`config.mk`:
```
export PLATFORM = sky130hd
export DESIGN_NAME = vx_reduce_packetizer
export DESIGN_NICKNAME = d
export VERILOG_FILES = /design/src/rtl/vx_reduce_packetizer.sv
export SDC_FILE = /design/constraint.sdc
export NUM_CORES = 1
export LEC_CHECK = 0
export ABC_AREA = 1
export ABC_CLOCK_PERIOD_IN_PS = 3500
export BUFFER_PORTS_ARGS = -buffer_cell sky130_fd_sc_hd__buf_2
export CORE_MARGIN = 2
export CORE_UTILIZATION = 30
export CTS_CLUSTER_DIAMETER = 30
export CTS_CLUSTER_SIZE = 30
export DETAILED_ROUTE_END_ITERATION = 12
export PLACE_DENSITY = 0.56
export SYNTH_ARGS = -nofsm -noshare
export SYNTH_HDL_FRONTEND = slang
export SYNTH_SLANG_ARGS = --single-unit
```
`constraint.sdc`:
```
create_clock -name clk -period 3.5 [get_ports clk]
set_input_delay 0.35 -clock clk [delete_from_list [all_inputs] [get_ports clk]]
set_output_delay 0.35 -clock clk [all_outputs]
set_load 0.01 [all_outputs]
```
`src/rtl/vx_reduce_packetizer.sv`:
```
// Splits a captured full-warp reduction request into per-lane-group packets,
// emitting only groups with active threads, lowest packet id first.
module vx_reduce_packetizer #(
    parameter int NUM_THREADS = 8,
    parameter int NUM_LANES   = 2,
    parameter int XLEN        = 32,
    parameter int OP_BITS     = 4,
    parameter int META_W      = 64,
    localparam int NUM_PACKETS = NUM_THREADS / NUM_LANES,
    localparam int PID_W       = (NUM_PACKETS > 1) ? $clog2(NUM_PACKETS) : 1
) (
    input  logic                          clk,
    input  logic                          reset,
    input  logic                          in_valid,
    output logic                          in_ready,
    input  logic [NUM_THREADS-1:0]        in_tmask,
    input  logic [NUM_THREADS*XLEN-1:0]   in_data,
    input  logic [OP_BITS-1:0]            in_op,
    input  logic [META_W-1:0]             in_meta,
    output logic                          out_valid,
    input  logic                          out_ready,
    output logic [NUM_LANES-1:0]          out_tmask,
    output logic [NUM_LANES*XLEN-1:0]     out_data,
    output logic [OP_BITS-1:0]            out_op,
    output logic [META_W-1:0]             out_meta,
    output logic [PID_W-1:0]              out_pid,
    output logic                          out_sop,
    output logic                          out_eop,
    output logic                          busy
);

    generate
        if (NUM_THREADS % NUM_LANES != 0) begin : g_bad_cfg
            $error("NUM_THREADS must be a multiple of NUM_LANES");
        end
    endgenerate

    typedef enum logic {S_IDLE = 1'b0, S_SEND = 1'b1} state_t;

    state_t                        r_state;
    state_t                        w_state_next;
    logic [NUM_THREADS-1:0]        r_tmask;
    logic [NUM_THREADS*XLEN-1:0]   r_data;
    logic [OP_BITS-1:0]            r_op;
    logic [META_W-1:0]             r_meta;
    logic [PID_W-1:0]              r_pid;
    logic                          r_sop;

    logic [NUM_PACKETS-1:0]        w_slice_nz;
    logic [NUM_PACKETS-1:0]        w_in_slice_nz;
    logic [NUM_LANES-1:0]          w_pkt_tmask [NUM_PACKETS];
    logic [NUM_LANES*XLEN-1:0]     w_pkt_data  [NUM_PACKETS];
    logic [PID_W-1:0]              w_next_pid;
    logic                          w_has_next;
    logic [PID_W-1:0]              w_first_pid;
    logic                          w_fire;
    logic                          w_accept;
    logic                          w_eop;

    genvar gi;
    generate
        for (gi = 0; gi < NUM_PACKETS; gi++) begin : g_slice
            assign w_slice_nz[gi]    = |r_tmask[gi*NUM_LANES +: NUM_LANES];
            assign w_in_slice_nz[gi] = |in_tmask[gi*NUM_LANES +: NUM_LANES];
            assign w_pkt_tmask[gi]   = r_tmask[gi*NUM_LANES +: NUM_LANES];
            assign w_pkt_data[gi]    = r_data[gi*NUM_LANES*XLEN +: NUM_LANES*XLEN];
        end
    endgenerate

    // Lowest active group above the current one; none left means this is eop.
    always_comb begin
        w_next_pid = '0;
        w_has_next = 1'b0;
        for (int p = NUM_PACKETS - 1; p >= 0; p--) begin
            if (w_slice_nz[p] && (p > int'(r_pid))) begin
                w_has_next = 1'b1;
                w_next_pid = PID_W'(p);
            end
        end
    end

    // An all-zero mask still yields one packet at pid 0.
    always_comb begin
        w_first_pid = '0;
        for (int p = NUM_PACKETS - 1; p >= 0; p--) begin
            if (w_in_slice_nz[p]) begin
                w_first_pid = PID_W'(p);
            end
        end
    end

    assign w_eop    = ~w_has_next;
    assign w_fire   = out_valid & out_ready;
    assign w_accept = in_valid & in_ready;

    always_ff @(posedge clk) begin
        if (!reset) begin
            r_state <= S_IDLE;
        end else begin
            r_state <= w_state_next;
        end
    end

    always_comb begin
        w_state_next = r_state;
        case (r_state)
            S_IDLE: if (in_valid) w_state_next = S_SEND;
            S_SEND: if (w_fire && w_eop) w_state_next = in_valid ? S_SEND : S_IDLE;
            default: w_state_next = S_IDLE;
        endcase
    end

    always_comb begin
        in_ready  = 1'b0;
        out_valid = 1'b0;
        busy      = 1'b0;
        case (r_state)
            S_IDLE: in_ready = reset;
            S_SEND: begin
                out_valid = 1'b1;
                busy      = 1'b1;
                in_ready  = reset & out_ready & w_eop;
            end
            default: ;
        endcase
    end

    always_ff @(posedge clk) begin
        if (!reset) begin
            r_tmask <= '0;
            r_data  <= '0;
            r_op    <= '0;
            r_meta  <= '0;
            r_pid   <= '0;
            r_sop   <= 1'b0;
        end else if (w_accept) begin
            r_tmask <= in_tmask;
            r_data  <= in_data;
            r_op    <= in_op;
            r_meta  <= in_meta;
            r_pid   <= w_first_pid;
            r_sop   <= 1'b1;
        end else if (w_fire) begin
            r_pid   <= w_next_pid;
            r_sop   <= 1'b0;
        end
    end

    assign out_tmask = w_pkt_tmask[r_pid];
    assign out_data  = w_pkt_data[r_pid];
    assign out_op    = r_op;
    assign out_meta  = r_meta;
    assign out_pid   = r_pid;
    assign out_sop   = r_sop;
    assign out_eop   = w_eop;

endmodule

```
# Word-level counts from Yosys, hierarchy flattened
# Index checks and enable logic that the tools add are counted.
dict set report totals {
  word_cells 55
  output_inout_bits 141
  inputBits 336
  register_bits 336
}
dict set report op_classes {
  n_reduce_logical 12
  bitwise 7
  n_lt_le_gt_ge 4
  muxes 25
}
# operator count
set ops {}
lappend ops {{$bmux 64 s2} 1}
lappend ops {{$mux 64} 2}
lappend ops {{$mux 2} 11}
lappend ops {{$reduce_or 2->1} 7}
lappend ops {{$mux 1} 8}
lappend ops {{$and 1x1->1} 4}
lappend ops {{$bmux 2 s2} 1}
lappend ops {{$gt 2x2->1 const A} 2}
lappend ops {{$logic_and 1x1->1} 4}
lappend ops {{$pmux 1 s2} 2}
lappend ops {{$ge 3x3->1 const B} 1}
lappend ops {{$not 2->3} 1}
lappend ops {{$gt 1x2->1 const A} 1}
lappend ops {{$not 1->1} 2}
lappend ops {{$reduce_bool 2->1} 1}

# Logic depth before layout (Yosys ltp)
dict set report depth {
  ltp_word 10
  ltp_mapped 10
  mapped_depth_nobuf 9
}

# Least setup slack after synthesis
# Ideal clock, no wire load.
dict set report synth_timing {
  kind {reg2out}
  from {register r_pid[0], in the netlist out_pid[0]}
  to {output port out_data[56]}
  path_slack_ps 1605
  stages_incl_launch_ff 7
  n_path_buf 3
  t_arrival_ps 1545
  required_ps 3150
  path_cell_list {dfxtp_1 buf_2 buf_2 clkinv_1 clkbuf_1 nor2_1 o311ai_0}
}
dict set report synth_between {
  elab_chain_len 4
}
# item line
set synth_rtl {}
lappend synth_rtl {{start, declared} 46} ;# logic [PID_W-1:0] r_pid;
lappend synth_rtl {{start signal, assigned} 141} ;# r_pid <= w_first_pid;
lappend synth_rtl {{start signal, assigned} 144} ;# r_pid <= w_next_pid;
lappend synth_rtl {{$not 2->3 (not written as such)} 150} ;# assign out_data = w_pkt_data[r_pid];
lappend synth_rtl {{$bmux 64 s2} 150}
lappend synth_rtl {{$mux 64 (not written as such) (2 in series)} 150}
lappend synth_rtl {{end, declared} 23} ;# output logic [NUM_LANES*XLEN-1:0] out_data,
# No other way between the ends. The select of a mux whose other input is x is not followed.

# Final worst setup path
dict set report layout_timing {
  from {register r_pid[1], in the netlist out_pid[1]}
  to {output port in_ready}
}
dict set report layout_between {
  elab_chain_len 8
  elab_cells_between_ends 12
  cone_classes {order compare (3); mux (4); bitwise (2); reduce/logical (3)}
}
# item line
set layout_rtl {}
lappend layout_rtl {{$gt 2x2->1} 75} ;# if (w_slice_nz[p] && (p > int'(r_pid))) begin
lappend layout_rtl {{$logic_and 1x1->1} 75}
lappend layout_rtl {{$mux 1 (2 in series)} 75}
lappend layout_rtl {{$mux 1 (*)} 75}
lappend layout_rtl {{$not 1->1 (*)} 92} ;# assign w_eop = ~w_has_next;
lappend layout_rtl {{$and 1x1->1 (*)} 122} ;# in_ready = reset & out_ready & w_eop;
lappend layout_rtl {{$pmux 1 s2 (*)} 117} ;# case (r_state)
lappend layout_rtl {{end, declared} 15} ;# output logic in_ready,
# Every way passes the cells marked *; elsewhere a longest branch is shown, timed or not.

==> results by group <==
STA
  – Crit path setup slack, layout: 0.423 ns
  – Period utilisation layout: 87.9%
  – Setup Viol. Count Final: 0
  – Max Clock Freq: 325 MHz
  – Worst-case clock skew: 0.0114 ns
  – Setup TNS after final layout: 0 ns
  – Minimum period implied by the final worst setup slack: 3.08 ns
  – Number of hold violations in the final report: 0
  – Worst max-slew margin expressed relative to the limit: 28.6%
  – Actual transition at the worst max-transition pin: 1.07 ns
  – RSZ-0062 raised after global routing: no
  – Number of max-slew violations in the final report: 0

Floorplanning
  – Count of boundary I/O pins: 477
  – Starting density of the core: 30.2%
  – Cell Rows: 79
  – Die Ht: 220 um
  – DIE WIDTH: 220 um
  – Die ar.: 48300 um^2
  – Area of the core region: 46300 um^2

Power
  – Largest vdd supply drop: 0.558 mV
  – Total design power: 0.0152 W
  – Leakage power total: 11.2 nW
  – Areal power density over the cells: 654 nW/um^2

Global route
  – Total congestion overflow: 0
  – Wire length of the first global-routing pass: 86200 um
  – Antenna violations before repair: 9
  – GR Util All Layers: 22.2%
  – Vias in the first global route: 16.8k
  – Pin count of the biggest net entering global routing: 221

Critical path
  – Data required, critical path: 3.15 ns
  – Buf/Inv on CP: 2
  – Endpoint type of the worst setup path: output port
  – Cell-by-cell listing of the critical path: nand2_1, o21ai_1, nand4_1, a21oi_4, buf_12, buf_2
  – Critical path arrival: 2.73 ns
  – Slowest stage cell on the critical path: sky130_fd_sc_hd__dfxtp_4
  – CP Max Fanout: 109
  – Kind of launch point of the worst setup path: register
  – Max incr delay on CP: 0.67 ns
  – Category of cells accounting for the largest share of critical-path delay: flip-flops
  – Class of the most critical setup path: register to output port

Logic synthesis
  – Number of unique standard cell types used by synthesis: 21
  – Sequential share of the synthesized area: 48.1%
  – Share of synthesized registers carrying an async set or reset: 0%
  – Synthesis-stage register bit count: 336
  – Cell with the most instances after synthesis: sky130_fd_sc_hd__nand3_1
  – Dominant cells by area after synthesis: sky130_fd_sc_hd__dfxtp_1, sky130_fd_sc_hd__nand3_1, sky130_fd_sc_hd__nand2_1
  – Syn avg cell area: 7.36 um^2
  – Largest area contributor in the synthesized netlist: sky130_fd_sc_hd__dfxtp_1
  – Gate count after technology mapping: 1900
  – Combined area of all synthesized cells: 14000 um^2
  – Total number of yosys warnings: 0
  – Number of nets in the synthesized netlist: 2236
  – Top cell types by occurrence after synthesis: sky130_fd_sc_hd__nand3_1, sky130_fd_sc_hd__nand2_1, sky130_fd_sc_hd__dfxtp_1
  – Number of flops mapped to enable cells by yosys: 0
  – Commonest register cell after synthesis: sky130_fd_sc_hd__dfxtp_1
  – Fraction of post-synthesis cell area in the top cell type by area: 48.1%

Drt
  – Mean routed wirelength per cell: 17.1 um
  – Overall routed net length: 56500 um
  – Count of antenna-violating nets left after detailed routing: 0
  – DRC: 0
  – Iteration-0 DRC count of the detailed router: 1177
  – Via Count: 17.0k
  – Via count normalized by instance count: 5.12
  – Detailed Routing Iterations Pass 1: 5

Clocking
  – Number of buffers inserted during clock tree synthesis: 89
  – Number of buffers between clock root and the deepest sink: 3
  – TritonCTS clock tree: done
  – Reg clk slew, reported paths: 0.05 ns
  – CTS sink cnt: 336
  – Total setup buffers inserted after CTS: 0
  – Master cell of the clock root buffer: sky130_fd_sc_hd__clkbuf_16
  – Clock insertion delay at the later pin of the skew report: 0.61 ns
  – Level count of the clock H-tree: 3

Cells and area
  – Final core occ: 50.2%
  – Area growth from synthesis to layout: 66.0%
  – Sequential cell area: 6730 um^2
  – Net count of the finished layout: 2957
  – Final Instance Count excl. Fillers: 3311
  – # fillers: 4335
  – Footprint of the multi-input gates: 6400 um^2
  – Fraction of layout instances using a drive strength above 1: 24.7%

Status
  – Result of the run: finished clean

Place
  – DP Cell Count: 2814
  – Number of buffers inserted by port buffering: 476
  – Minimum setup slack after placement: 1.03 ns
  – Routability-driven placement congestion ratio: 0.830
  – DPL Wire Length: 32000 um

Job
  – Max-Cap Viols: 0

Min path
  – Type of the tightest min-delay check: primary input to register
layer usage:
metal | vias up | global-route usage [%] | routed length, um | part of all wire, %
met1 | 7971 | 26.2 | 22600 | 40
met4 | 2 | 13.2 | 2680 | 4.7
li1 | 8004 | - | - | -
met2 | 797 | 35.9 | 26700 | 47
met3 | 178 | 6.29 | 4420 | 7.8
met5 | - | 0 | 13 | 0.023
per-stage QoR:
step | hold slack (ns) | area [um^2]
after floorplan | 0.440 | 14000
after global placement | 0.450 | 16600
after detailed placement | 0.455 | 16600
after CTS | 0.000864 | 23200
after global routing | 0.0175 | 23200
final | 0.0308 | 23200
tightest hold or removal path, cell delays in order:
cell and delay [ns]:
sky130_fd_sc_hd__buf_2 0.08, sky130_fd_sc_hd__nand3_1 0.09, sky130_fd_sc_hd__nand2_1 0.07
power by group:
group          total [W]  switching (W)  leakage [nW]  internal (W)
clock network    0.00897        0.00262          1.62       0.00635
logic            0.00187        0.00106          6.80      0.000811
registers        0.00435       0.000194          2.77       0.00416
total             0.0152        0.00387          11.2        0.0113
layout by cell type, fill, tap and decap left out, types with 4 or more instances in the layout:
cell	synthesis	routed
sky130_fd_sc_hd__nand3_1	731	731
sky130_fd_sc_hd__clkbuf_8	0	13
sky130_fd_sc_hd__buf_12	0	8
sky130_fd_sc_hd__nand2_1	408	408
sky130_fd_sc_hd__a21oi_1	4	4
sky130_fd_sc_hd__dfxtp_1	336	334
sky130_fd_sc_hd__inv_1	13	12
sky130_fd_sc_hd__clkbuf_16	0	89
sky130_fd_sc_hd__clkinvlp_4	0	8
sky130_fd_sc_hd__inv_6	0	5
sky130_fd_sc_hd__clkinv_2	0	16
sky130_fd_sc_hd__clkbuf_1	94	5
sky130_fd_sc_hd__o311ai_0	6	6
sky130_fd_sc_hd__nand4_1	4	4
sky130_fd_sc_hd__bufinv_16	0	19
sky130_fd_sc_hd__nor2_1	74	74
sky130_fd_sc_hd__o21ai_0	66	66
sky130_fd_sc_hd__dlygate4sd3_1	0	323
sky130_fd_sc_hd__clkinv_4	0	5
sky130_fd_sc_hd__buf_2	71	474
sky130_fd_sc_hd__diode_2	0	8
sky130_fd_sc_hd__o211ai_1	59	59
sky130_fd_sc_hd__buf_4	3	14
cell type report:
type | count | area share [%]
Antenna cell | 8 | 0.0863
Clock buffer | 107 | 10.4
Clock inverter | 59 | 3.95
Inverter | 15 | 0.253
Multi-Input combinational cell | 1358 | 27.6
Sequential cell | 336 | 29.0
Tap cell | 607 | 3.27
Timing Repair Buffer | 821 | 25.4
cell families after synthesis:
family,Yosys count,synth area share [%]
and+or+nand+nor,1219,39.4
AOI/OAI and AO/OA,139,6.25
DFF,336,48.1
buffers and inverters,206,6.25
path summary, 6_finish.rpt:
| kind | from | end | slack [ns] | cells past startpoint |
|---|---|---|---|---|
| hold reg to reg | r_data[29]$_SDFFE_PN0P_ | r_data[29]$_SDFFE_PN0P_ | 0.46 | 2 |
| hold / removal | in_data[136] | r_data[136]$_SDFFE_PN0P_ | 0.03 | 3 |
| setup / recovery | out_pid[1]$_SDFFE_PN0P_ | in_ready | 0.42 | 6 |
| setup reg to reg | out_pid[1]$_SDFFE_PN0P_ | r_data[111]$_SDFFE_PN0P_ | 0.96 | 8 |
state kept, by name, summed over array words and instances (netlist names):
signal	flops
out_meta	64
out_op	4
out_pid	2
out_sop	1
r_data	256
r_state	1
r_tmask	8
repair_timing:
| action | 4_1_cts | 5_1_grt |
|---|---|---|
| hold buffers | 323 | 0 |
| hold endpoints to repair | 323 | 0 |
| gates resized for setup | 0 | 0 |
(Power assumes the default switching activity.)
